$ cat src/rtl/ds_synapse.sv
// Spike-driven synapse: edge-detected presynaptic events add or subtract a
// weight from a conductance register that decays exponentially on a
// prescaled tick. The registered conductance drives a LIF neuron's syn_i.
module ds_synapse #(
  parameter int unsigned W  = 14,
  parameter int unsigned PW = 16
) (
  input  logic          clk_in,
  input  logic          reset_n,
  input  logic          pre_spike,
  input  logic [W-1:0]  weight,
  input  logic          excit,
  input  logic [3:0]    decay_shift,
  input  logic [PW-1:0] decay_period,
  input  logic          cnt_clr,
  output logic [W-1:0]  syn_o,
  output logic          sat,
  output logic [PW-1:0] spike_cnt
);

  logic          pre_q;
  logic [PW-1:0] pcnt_q, pcnt_d;
  logic [W-1:0]  g_q, g_d;
  logic          sat_q, sat_d;
  logic [PW-1:0] cnt_q, cnt_d;

  logic          evt;
  logic          tick;
  logic [W-1:0]  dec;
  logic [W-1:0]  gd;
  logic [W:0]    sum;

  assign evt  = pre_spike & ~pre_q;
  assign tick = (decay_period != '0) && (pcnt_q == decay_period - PW'(1));

  // Prescaler: a period shorter than the current count runs on to the
  // natural PW-bit wrap before it can match again.
  always_comb begin
    pcnt_d = pcnt_q + PW'(1);
    if (decay_period == '0) begin
      pcnt_d = '0;
    end else if (tick) begin
      pcnt_d = '0;
    end
  end

  // Decay first, then apply the event weight to the decayed value.
  always_comb begin
    dec = g_q >> decay_shift;
    // Force a minimum step of 1 so small conductances still reach zero.
    if (dec == '0 && g_q != '0) begin
      dec = W'(1);
    end
    gd    = tick ? (g_q - dec) : g_q;
    sum   = {1'b0, gd} + {1'b0, weight};
    g_d   = gd;
    sat_d = 1'b0;
    if (evt) begin
      if (excit) begin
        if (sum[W]) begin
          g_d   = '1;
          sat_d = 1'b1;
        end else begin
          g_d = sum[W-1:0];
        end
      end else begin
        g_d = (weight >= gd) ? '0 : (gd - weight);
      end
    end
  end

  // Event counter: clear wins over a coincident event; saturates at all-ones.
  always_comb begin
    cnt_d = cnt_q;
    if (cnt_clr) begin
      cnt_d = '0;
    end else if (evt && (cnt_q != '1)) begin
      cnt_d = cnt_q + PW'(1);
    end
  end

  // State registers with synchronous active-low reset.
  always_ff @(posedge clk_in) begin
    if (!reset_n) begin
      pre_q  <= 1'b0;
      pcnt_q <= '0;
      g_q    <= '0;
      sat_q  <= 1'b0;
      cnt_q  <= '0;
    end else begin
      pre_q  <= pre_spike;
      pcnt_q <= pcnt_d;
      g_q    <= g_d;
      sat_q  <= sat_d;
      cnt_q  <= cnt_d;
    end
  end

  assign syn_o     = g_q;
  assign sat       = sat_q;
  assign spike_cnt = cnt_q;

endmodule

$ cat config.mk
export PLATFORM = sky130hd
export DESIGN_NAME = ds_synapse
export DESIGN_NICKNAME = d
export VERILOG_FILES = /design/src/rtl/ds_synapse.sv
export SDC_FILE = /design/constraint.sdc
export NUM_CORES = 1
export LEC_CHECK = 0
export CAP_MARGIN = 0
export CORE_ASPECT_RATIO = 0.9
export CORE_MARGIN = 1.5
export CORE_UTILIZATION = 57
export DETAILED_ROUTE_END_ITERATION = 8
export PLACE_DENSITY = 0.81
export SLEW_MARGIN = 30
export SYNTH_ARGS = -nofsm -noshare
export SYNTH_HDL_FRONTEND = slang
export SYNTH_SLANG_ARGS = --single-unit
$ cat constraint.sdc
create_clock -name clk_in -period 9.1 [get_ports clk_in]
set_input_delay 1.365 -clock clk_in [delete_from_list [all_inputs] [get_ports clk_in]]
set_output_delay 1.365 -clock clk_in [all_outputs]
set_load 0.05 [all_outputs]
# Word level (Yosys, flattened, before mapping)
# Cells that the tools add are included.
[word_totals]
reg_bits = 48
latchBits = 0
mem_bits_rw = 0
romBits = 0
inputBits = 39
output_inout_bits = 31
word_cells = 35
n_memories = 0
[classes]
addsub = 6
mul = 0
n_div = 0
magnitude_cmp = 1
eq_ne = 2
n_shift = 1
mux = 7
bitwise_logic = 3
n_reduce_logical = 10
[op_table]
columns = ["operator", "count"]
rows = [
  ["14-bit 2-to-1 mux", 6],
  ["16-bit by 1-bit adder with 16-bit output, second input constant", 2],
  ["14-bit subtractor", 2],
  ["16-bit == test", 1],
  ["16-bit logical NOT", 1],
  ["16-bit inequality test, second input constant", 1],
  ["16-bit nonzero test", 1],
  ["16-bit by 1-bit subtractor with 16-bit output, second input constant", 1],
  ["14-bit by 14-bit adder with 15-bit output", 1],
  ["14-bit greater-or-equal comparator", 1],
  ["14-bit logical NOT", 1],
  ["14-bit nonzero test", 1],
  ["14-bit by 4-bit right shift with 14-bit output", 1],
  ["1-bit logical AND", 3],
  ["3-bit AND reduction", 1],
  ["3-bit OR reduction", 1],
  ["1-bit NOT", 2],
  ["2-bit OR reduction", 1],
  ["1-bit AND", 1],
  ["1-bit 2-to-1 mux", 1],
]

# Longest topological paths before layout
[depth]
depth_word = 10
mapped_depth = 30
depth_no_buf = 27

# Least setup slack after synthesis
# No wires, ideal clock.
[synth_timing]
path_type = "input -> register"
startpoint = "input port decay_shift[0]"
endpoint = "register g_q[1] (netlist: syn_o[1])"
setup_time_ns = 0.116
arrival_ns = 7.369
t_required_ns = 8.984
setup_slack_ns = 1.615
stages = 28
n_path_buf = 3
path_cell_list = "clkbuf_1 -> buf_1 -> mux4_2 -> nand2_1 -> o21ai_0 -> mux2i_1 -> and3_1 -> o21ai_0 -> o31ai_1 -> ha_1 -> inv_1 -> fa_1 -> a211oi_1 -> nor2_1 -> o21a_1 -> nor2_1 -> xor2_1 -> o21ai_0 -> ha_1 -> clkbuf_1 -> inv_1 -> a21oi_1 -> a211oi_1 -> o31a_1 -> o22a_1 -> a221oi_1 -> o311ai_0 -> o211a_1"
[synth_between]
elab_chain_cells = 10
word_cells_on_any_way = 13
cone_classes = "add/sub: 3; order compare: 1; shift: 1; mux: 6; reduce/logical: 2"
[synth_rtl]
columns = ["element", "line_no", "source"]
rows = [
  ["start, declared", "13", "input logic [3:0] decay_shift,"],
  ["14-bit by 4-bit right shift with 14-bit output (*)", "49", "dec = g_q >> decay_shift;"],
  ["14-bit logical NOT", "51", "if (dec == '0 && g_q != '0) begin"],
  ["1-bit logical AND", "51", ""],
  ["14-bit 2-to-1 mux (*)", "51", ""],
  ["14-bit subtractor (*)", "54", "gd = tick ? (g_q - dec) : g_q;"],
  ["14-bit 2-to-1 mux (*)", "54", ""],
  ["14-bit subtractor, or another cell as far along", "67", "g_d = (weight >= gd) ? '0 : (gd - weight);"],
  ["14-bit 2-to-1 mux (on tied branches)", "67, 60", ""],
  ["14-bit 2-to-1 mux", "59", "if (excit) begin"],
  ["14-bit 2-to-1 mux (*)", "58", "if (evt) begin"],
  ["end signal, assigned", "93", "g_q <= g_d;"],
  ["end, declared", "23", "logic [W-1:0] g_q, g_d;"],
]
# Mark *: on every way between the ends. The rest lies on a longest branch, timed or not.
# A chain may end at the register's enable or synchronous reset.

# Worst setup path after layout
[layout_timing]
startpoint = "input port decay_shift[0]"
endpoint = "register g_q[2] (netlist: syn_o[2])"
# Same word-level chain as after synthesis.

==> reports/summary.log <==
qor: status.outcome complete, no violations
qor: power_and_ir_drop.intPower 495 uW
qor: timing.finalWorstPathRequiredPeriod 8.28 ns
qor: die.core 9170 um2
qor: setup_path.arrival_time_of_the_worst_setup_path 8.55 ns
qor: final_layout.postLayoutCellArea 6290 um2
qor: drt.detail-route-antenna-nets 0
qor: final_layout.filler_cell_count 828
qor: global_route.track_usage 29.3%
qor: place.gp_congestion 0.972
qor: die.design.die.area 10,100 um2
qor: synthesis.synth-async-reset-ratio 0%
qor: setup_path.timing.critical_path.slowest_stage_cell sky130_fd_sc_hd__clkdlybuf4s50_1
qor: clock_tree.post_cts_buffers 0
qor: timing.max_clock_freq 0.121 GHz
qor: global_route.overflow 0
qor: timing.finalSetupViolations 0
qor: power_and_ir_drop.pwr-share-clk 22.9%
qor: synthesis.synth.avg_cell_area 7.44 um2
qor: clock_tree.ctsResizeCount 0
qor: setup_path.critical_path.startpoint_type input pin
qor: final_layout.area_of_the_multi_input_gates 4160 um2
qor: global_route.pin_count_of_the_biggest_net_entering_global_routing 41
qor: die.initial_core_util 59.0%
qor: setup_path.critical_path_buf_inv_count 3
qor: setup_path.cp_top_delay_family compound AO/OA/AOI/OAI gates
qor: die.io_pins 70
qor: power_and_ir_drop.max-vdd-ir-drop 0.0000895 V
qor: drt.via_count 5,594
qor: final_layout.syn2layout_area_growth 16.4%
qor: clock_tree.cts_buffer_depth 2
qor: synthesis.synth_area_leader_cell sky130_fd_sc_hd__dfxtp_1
qor: synthesis.yosys_register_bits 48
qor: timing.fin_crit_sh 91.0%
qor: synthesis.synth_common_cells sky130_fd_sc_hd__nor2_1, sky130_fd_sc_hd__nand2_1, sky130_fd_sc_hd__dfxtp_1, sky130_fd_sc_hd__ha_1
qor: synthesis.count_leader_synth sky130_fd_sc_hd__nor2_1
qor: drt.wl_per_cell 16.5 um
qor: die.die_w 106 um
qor: clock_tree.insertion_delay 0.31 ns
qor: min_path.worst_hold_path_type reg -> reg
qor: power_and_ir_drop.switching_share 39.9%
qor: clock_tree.cts-root-buf sky130_fd_sc_hd__clkbuf_8
qor: synthesis.ys_warn_count 0
qor: setup_path.crit_path_max_incr_delay 0.97 ns
qor: power_and_ir_drop.seq_power_share 29.0%
qor: synthesis.synth_area 5410 um2
qor: drt.drt-total-wl 14,800 um
qor: power_and_ir_drop.power.static_leakage 0.00246 uW
qor: final_layout.layout-drive-gt1-share 5.29%
qor: die.rows 33
qor: synthesis.dominantRegCellSynth sky130_fd_sc_hd__dfxtp_1
qor: clock_tree.cts_sinks 48
qor: place.dp.final_hpwl 11,600 um
qor: timing.setup-tns-final 0 ns
qor: synthesis.synth_cell_types 72
qor: clock_tree.h-tree-depth 2
qor: drt.drt-initial-drc-count 405
qor: setup_path.critical_path_class in -> reg
qor: final_layout.regArea 961 um2
qor: timing.setup_repair_after_global_routing_missed_its_margin false
qor: synthesis.post_synth_inst_count 727
qor: setup_path.timing.critical_path.mode_cell sky130_fd_sc_hd__o21ai_0
qor: timing.hold_violations 0
qor: global_route.antenna_found_initial 0
qor: drt.drc_violation_count_after_routing 0
qor: die.fp.dieH 95.4 um
qor: drt.number_of_detailed_routing_iterations_run_before_antenna_repair 5
qor: timing.skew 0.0106 ns
qor: clock_tree.tritoncts built
qor: synthesis.synthesis.nets 814
qor: drt.post_drt_via_cell_ratio 6.24
qor: synthesis.yosysSeqAreaShare 17.8%
qor: synthesis.number_of_synthesized_flops_with_an_enable_pin 0
qor: timing.final_max_slew_viol_count 0
qor: synthesis.leading_post_synthesis_cells_by_cell_area sky130_fd_sc_hd__dfxtp_1, sky130_fd_sc_hd__ha_1, sky130_fd_sc_hd__nor2_1, sky130_fd_sc_hd__nand2_1, sky130_fd_sc_hd__xor2_1
qor: clock_tree.clk_transition_reported_paths 0.10 ns
qor: setup_path.setup.worst_path.end_class flip-flop
qor: power_and_ir_drop.power_frac_comb 48.1%
qor: power_and_ir_drop.switching_power_total 329 uW
qor: place.place.port_buffers 69
qor: final_layout.diodes 0
qor: clock_tree.post_cts_hold_buffer_count 0
qor: flow_run.cap_violations 0
qor: place.detailed_place.area 6150 um2
qor: global_route.grt_first_pass_wirelength 24,200 um
qor: final_layout.final_nets 861
qor: power_and_ir_drop.cellPowerDensity 131 nW/um2
qor: setup_path.worstPathMaxFanout 19
qor: setup_path.critPathRequiredTime 9.36 ns
qor: timing.worst_slew_margin_rel 48.7%
qor: synthesis.synthDominantCellAreaShare 17.8%
qor: clock_tree.tritoncts.num_buffers 5
qor: global_route.via_count_of_the_first_global_routing_pass 5,273
qor: timing.tightestPinTransition 0.767 ns
[logic make-up (layout without fill, tap and decap cells)]
| kind of cell | count (synthesis) | count (layout) | synth area share (%) |
|---|---|---|---|
| xor+xnor | 57 | 57 | 9.23 |
| mux | 35 | 35 | 7.54 |
| flops | 48 | 48 | 17.8 |
| simple gates | 303 | 303 | 28.7 |
| compound gates | 160 | 160 | 19.9 |
| fa+ha+maj | 48 | 48 | 11.5 |
| buf+inv | 76 | 124 | 5.37 |
[final timing paths]
kind | from | endpoint | slack, ns | cells past startpoint
setup / recovery | decay_shift[0] | syn_o[2] | 0.82 | 27
hold / removal | pcnt_q[0] | pcnt_q[0] | 0.51 | 1
setup reg to reg | syn_o[13] | syn_o[2] | 2.50 | 27
hold reg to reg | pcnt_q[0] | pcnt_q[0] | 0.51 | 1
[sequential cells by signal (all words and copies together) (netlist names)]
register / count
pcnt_q: 16
syn_o: 14
sat: 1
spike_cnt: 16
pre_q: 1
[layout make-up]
cell class	instances	share of cell area, %
Clock buffer	5	1.09
Clock inverter	3	1.09
Inverter	42	2.51
Multi-Input combinational cell	603	66.0
Sequential cell	48	15.3
Tap cell	122	2.43
Timing Repair Buffer	74	11.6
[through the flow]
step	utilization (%)	instances	hold WS [ns]	power (uW)	setup WS [ns]
after floorplan	-	727	0.447	522	1.61
after global placement	67.1	889	0.476	619	0.890
after detailed placement	67.1	889	0.501	629	0.588
after CTS	68.6	897	0.520	819	0.878
after global routing	68.6	897	0.533	872	0.258
final	68.6	897	0.511	824	0.815
[metal layers]
metal  part of all wire (%)  up-vias  global-route usage (%)
li1                       -     2729                       -
met1                     45     2621                    38.7
met2                     46      220                    50.5
met3                    7.1       24                    3.49
met4                    1.7        0                    9.01
met5                      0        -                       0
[cells in the final DEF, fill, tap and decap left out, types with 14 or more instances in the layout]
| cell | n |
|---|---|
| sky130_fd_sc_hd__mux2i_1 | 19 |
| sky130_fd_sc_hd__nand2_1 | 71 |
| sky130_fd_sc_hd__or3_1 | 14 |
| sky130_fd_sc_hd__dfxtp_1 | 48 |
| sky130_fd_sc_hd__inv_1 | 40 |
| sky130_fd_sc_hd__ha_1 | 45 |
| sky130_fd_sc_hd__xor2_1 | 29 |
| sky130_fd_sc_hd__a21oi_1 | 40 |
| sky130_fd_sc_hd__nor2_1 | 76 |
| sky130_fd_sc_hd__o21ai_0 | 35 |
| sky130_fd_sc_hd__xnor2_1 | 28 |
| sky130_fd_sc_hd__nand3_1 | 24 |
| sky130_fd_sc_hd__clkdlybuf4s50_1 | 69 |
| sky130_fd_sc_hd__nor2b_1 | 14 |
| sky130_fd_sc_hd__nor3_1 | 24 |
[power groups by stage]
stage / sequential, uW / combinational [uW] / clock [uW]
2_1_floorplan: 259 / 263 / 0
3_3_place_gp: 242 / 377 / 0
3_5_place_dp: 243 / 386 / 0
4_1_cts: 238 / 389 / 193
5_1_grt: 240 / 434 / 197
6_report: 239 / 396 / 189
No activity file was read; power rests on OpenSTA's default activity.
